## config.mk

```make
export PLATFORM = sky130hd
export DESIGN_NAME = switch_debouncer
export DESIGN_NICKNAME = d
export VERILOG_FILES = /design/src/rtl/switch_debouncer.sv
export SDC_FILE = /design/constraint.sdc
export NUM_CORES = 1
export LEC_CHECK = 0
export BUFFER_PORTS_ARGS = -buffer_cell sky130_fd_sc_hd__buf_2
export CORE_AREA = 2 2 54 56
export CTS_CLUSTER_SIZE = 8
export DETAILED_ROUTE_END_ITERATION = 8
export DIE_AREA = 0 0 56 58
export SLEW_MARGIN = 20
export SYNTH_ARGS = -nofsm -noshare
export SYNTH_HDL_FRONTEND = slang
export SYNTH_SLANG_ARGS = --single-unit
export TNS_END_PERCENT = 50
```

## constraint.sdc

```tcl
create_clock -name Clock -period 2.3 [get_ports Clock]
set_input_delay 0.23 -clock Clock [delete_from_list [all_inputs] [get_ports Clock]]
set_output_delay 0.23 -clock Clock [all_outputs]
set_load 0.05 [all_outputs]
```

## src/rtl/switch_debouncer.sv

```systemverilog
// Switch debouncer: synchronizes a raw switch level, qualifies it with an
// enable-gated stability counter, and emits registered level plus edge pulses.
module switch_debouncer #(
  parameter int Width      = 20,
  parameter int SyncStages = 2
) (
  input  logic Clock,
  input  logic Reset,
  input  logic Enable,
  input  logic In,
  output logic Out,
  output logic Rise,
  output logic Fall
);

  logic [SyncStages-1:0] sync_q, sync_d;
  logic [Width-1:0]      cnt_q, cnt_d;
  logic                  out_q, out_d;
  logic                  rise_q, rise_d;
  logic                  fall_q, fall_d;
  logic                  sync_s;

  assign sync_s = sync_q[SyncStages-1];

  always_comb begin
    sync_d = {sync_q[SyncStages-2:0], In};
  end

  // Any agreement with the current output restarts qualification; the
  // all-ones count always ends in an output update, so the counter never wraps.
  always_comb begin
    cnt_d  = cnt_q;
    out_d  = out_q;
    rise_d = 1'b0;
    fall_d = 1'b0;
    if (sync_s == out_q) begin
      cnt_d = '0;
    end else if (Enable) begin
      if (cnt_q == {Width{1'b1}}) begin
        out_d  = sync_s;
        cnt_d  = '0;
        rise_d = sync_s;
        fall_d = ~sync_s;
      end else begin
        cnt_d = cnt_q + 1'b1;
      end
    end
  end

  always_ff @(posedge Clock) begin
    if (Reset) begin
      sync_q <= '0;
      cnt_q  <= '0;
      out_q  <= 1'b0;
      rise_q <= 1'b0;
      fall_q <= 1'b0;
    end else begin
      sync_q <= sync_d;
      cnt_q  <= cnt_d;
      out_q  <= out_d;
      rise_q <= rise_d;
      fall_q <= fall_d;
    end
  end

  assign Out  = out_q;
  assign Rise = rise_q;
  assign Fall = fall_q;

endmodule

```

==> metrics <==
outcome complete, no violations; endpoints failing setup 0; Hold Slack around 0.10 ns; post-DP HPWL approximately 1.6 mm; ant diodes 0; largest net degree at the start of global routing 15; global-route wire length before repair 3.801 mm; post-route insts no fill between 150 and 200; register bit total from synthesis 25; Post-Syn Nets 133; sequential-to-total area share from yosys stat 0.4158; CP max stage cell nor4_1; max_slew headroom 0.6029; setup TNS 0 ns; Worst VDD drop around 0.32 mV; Yosys cell types 37; Leakage Power slightly above 0.0004 uW; Slew @ Worst Pin around 0.59 ns; CP Capture Type flop; CP max stage delay around 0.60 ns; RD Place Congestion roughly 0.7; Cell Rows 19; clock network fraction of design power 0.303; most common cell in the synthesized netlist dfxtp_1; PwrDens 501.3 nW/um2; Tmin final between 1.5 and 2 ns; Global Route Usage Sum 0.1487; share of cells above drive strength 1 0.1630; clock insertion delay at the later pin of the skew report ~0.32 ns; core area around 2700 um2; grt ovf 0; P_int 505.6 uW; Via density about 5.5; Bufs and invs on worst path 0; total chip power between 600 and 700 uW; Placed Area about 1300 um2; DRC viols 0; largest cells by area after synthesis dfxtp_1 (42%), xnor2_1 (8.7%), nor2_1 (6.2%), nand4_4 (3.5%), nor4_1 (3.1%); Yosys top cell by area dfxtp_1; final hold vios 0; Comb power frac 0.021; max_cap viols 0; commonest cells in the netlist dfxtp_1 (25), nor2_1 (20), xnor2_1 (12); htree depth 1; Die Y 58 um; Setup Skew ~0.0068 ns; Die Footprint 3248 um2; Post-CTS Setup Inserts 0; CTS resizes 0; iteration count of the initial detailed-routing pass 4; die width roughly 56 um; vias between 900 and 1,000; Arrival @ worst endpoint around 2.2 ns; Syn Inst Count 128; Synth Cell Area around 1200 um2; clock sink count 25; clk slew on worst S/H paths between 0.1 and 0.15 ns; CP Launch Type flop; CP Cell Sequence ha_1 > nand4_1 > nor4_1 > a41oi_1 > o21a_1; Syn-to-layout area delta 6.860%; RSZ-0062 raised after global routing false; Post-synth EDFFs 0; f_max ~500 MHz; yosys warns 0; CP Max Fanout 5; TritonCTS clock tree yes; initial antenna violation count 0; post-route cell area 1286 um2; wire per inst about 13 um; TritonCTS Buffers 3; P_sw ~140 uW; maximum clock path buffer count 2; asr flop ratio synth 0; placed cells around 160; max-slew violations 0; final period utilization 0.8538; Post-DRT Antenna Nets 0; # hold bufs at CTS 0; root buf cell clkbuf_4; Synth top area share 0.4158; sequential fraction of design power 0.677; Hold Path Class primary input to flop; nets@finish ~140; buffers added on ports 6; Top FF cell, synth dfxtp_1; starting density of the core 0.4521; WP data required ~2.5 ns; Sw Share 0.2158; crit path kind flop to flop; vias in the first global route 887; CP top delay family simple AND/OR/NAND/NOR gates; Routed WL 2.184 mm; Ports 7; DR iter-0 viols 49; Synth Area per Inst 9.404 um2
[registers in the layout, summed over array words and instances (netlist names)]
signal and cells:
Out 1, Rise 1, sync_q 2, Fall 1
cnt_q 20
[worst register-to-register path, delay by kind of cell, from the launching register on]
kind,cells,cell delay (ns)
AOI/OAI and AO/OA,2,0.38
adders and majority gates,1,0.26
DFF,1,0.41
and+or+nand+nor,2,0.82
[per-stage QoR]
stage | util | worst slack [ns]
2_1_floorplan | - | 0.6220
3_3_place_gp | 0.4727 | 0.4674
3_5_place_dp | 0.4727 | 0.3579
4_1_cts | 0.4831 | 0.3254
5_1_grt | 0.4831 | 0.1949
6_report | 0.4831 | 0.3363
[cells by family (layout without fill, tap and decap cells)]
| family | Yosys count | after routing | synth area share |
|---|---|---|---|
| XOR/XNOR | 15 | 15 | 0.1092 |
| AND/OR/NAND/NOR | 68 | 68 | 0.3576 |
| buffers and inverters | 9 | 16 | 0.03014 |
| adder cells (fa/ha/maj) | 1 | 1 | 0.01039 |
| AO/OA/AOI/OAI | 8 | 8 | 0.06030 |
| multiplexers | 2 | 2 | 0.01663 |
| flip-flops | 25 | 25 | 0.4158 |
[routing by layer]
layer | track usage | routed length (um) | up-vias
met4 | 0.07143 | 41 | 0
met5 | 0 | 0 | -
met1 | 0.1770 | 1023 | 434
met2 | 0.2655 | 1078 | 11
li1 | - | - | 467
met3 | 0.02009 | 41 | 5
[cells in the final DEF, fill, tap and decap left out, types with 2 or more instances in the layout]
master	Yosys	routed
buf_2	2	6
clkbuf_4	0	3
dfxtp_1	25	25
inv_1	6	6
mux2i_1	2	2
nand2_1	5	5
nand2b_1	3	3
nand3_1	6	6
nand4_1	5	5
nand4_2	2	2
nand4_4	2	2
nor2_1	20	20
nor2b_1	2	2
nor3_1	6	6
nor4_1	6	6
xnor2_1	12	12
xor2_1	3	3
[power groups by stage]
stage | combinational [uW] | sequential [uW] | clock (uW)
after floorplan | 9.29 | 445 | 0
after global placement | 13.1 | 446 | 0
after detailed placement | 13.7 | 446 | 0
after CTS | 13.7 | 436 | 206
after global routing | 15.0 | 437 | 223
final | 13.4 | 436 | 195
[final cells by class]
| type | instances | area (um2) |
|---|---|---|
| flip-flops and latches | 25 | 500.5 |
| repair buffers | 6 | 30.03 |
| well taps | 31 | 38.79 |
| clock inverters | 1 | 5.005 |
| inverters | 6 | 22.52 |
| fillers | 267 | 1376 |
| clock buffers | 3 | 22.52 |
| multi-input cells | 94 | 666.9 |
[path summary, 6_finish.rpt]
check                  from   endpoint  slack (ns)  cells after the start
hold reg to reg   sync_q[0]  sync_q[1]        0.46                      1
hold / removal        Reset  sync_q[1]        0.10                      2
setup / recovery   cnt_q[0]  cnt_q[16]        0.34                      5
setup reg to reg   cnt_q[0]  cnt_q[16]        0.34                      5
(Power assumes the default switching activity.)
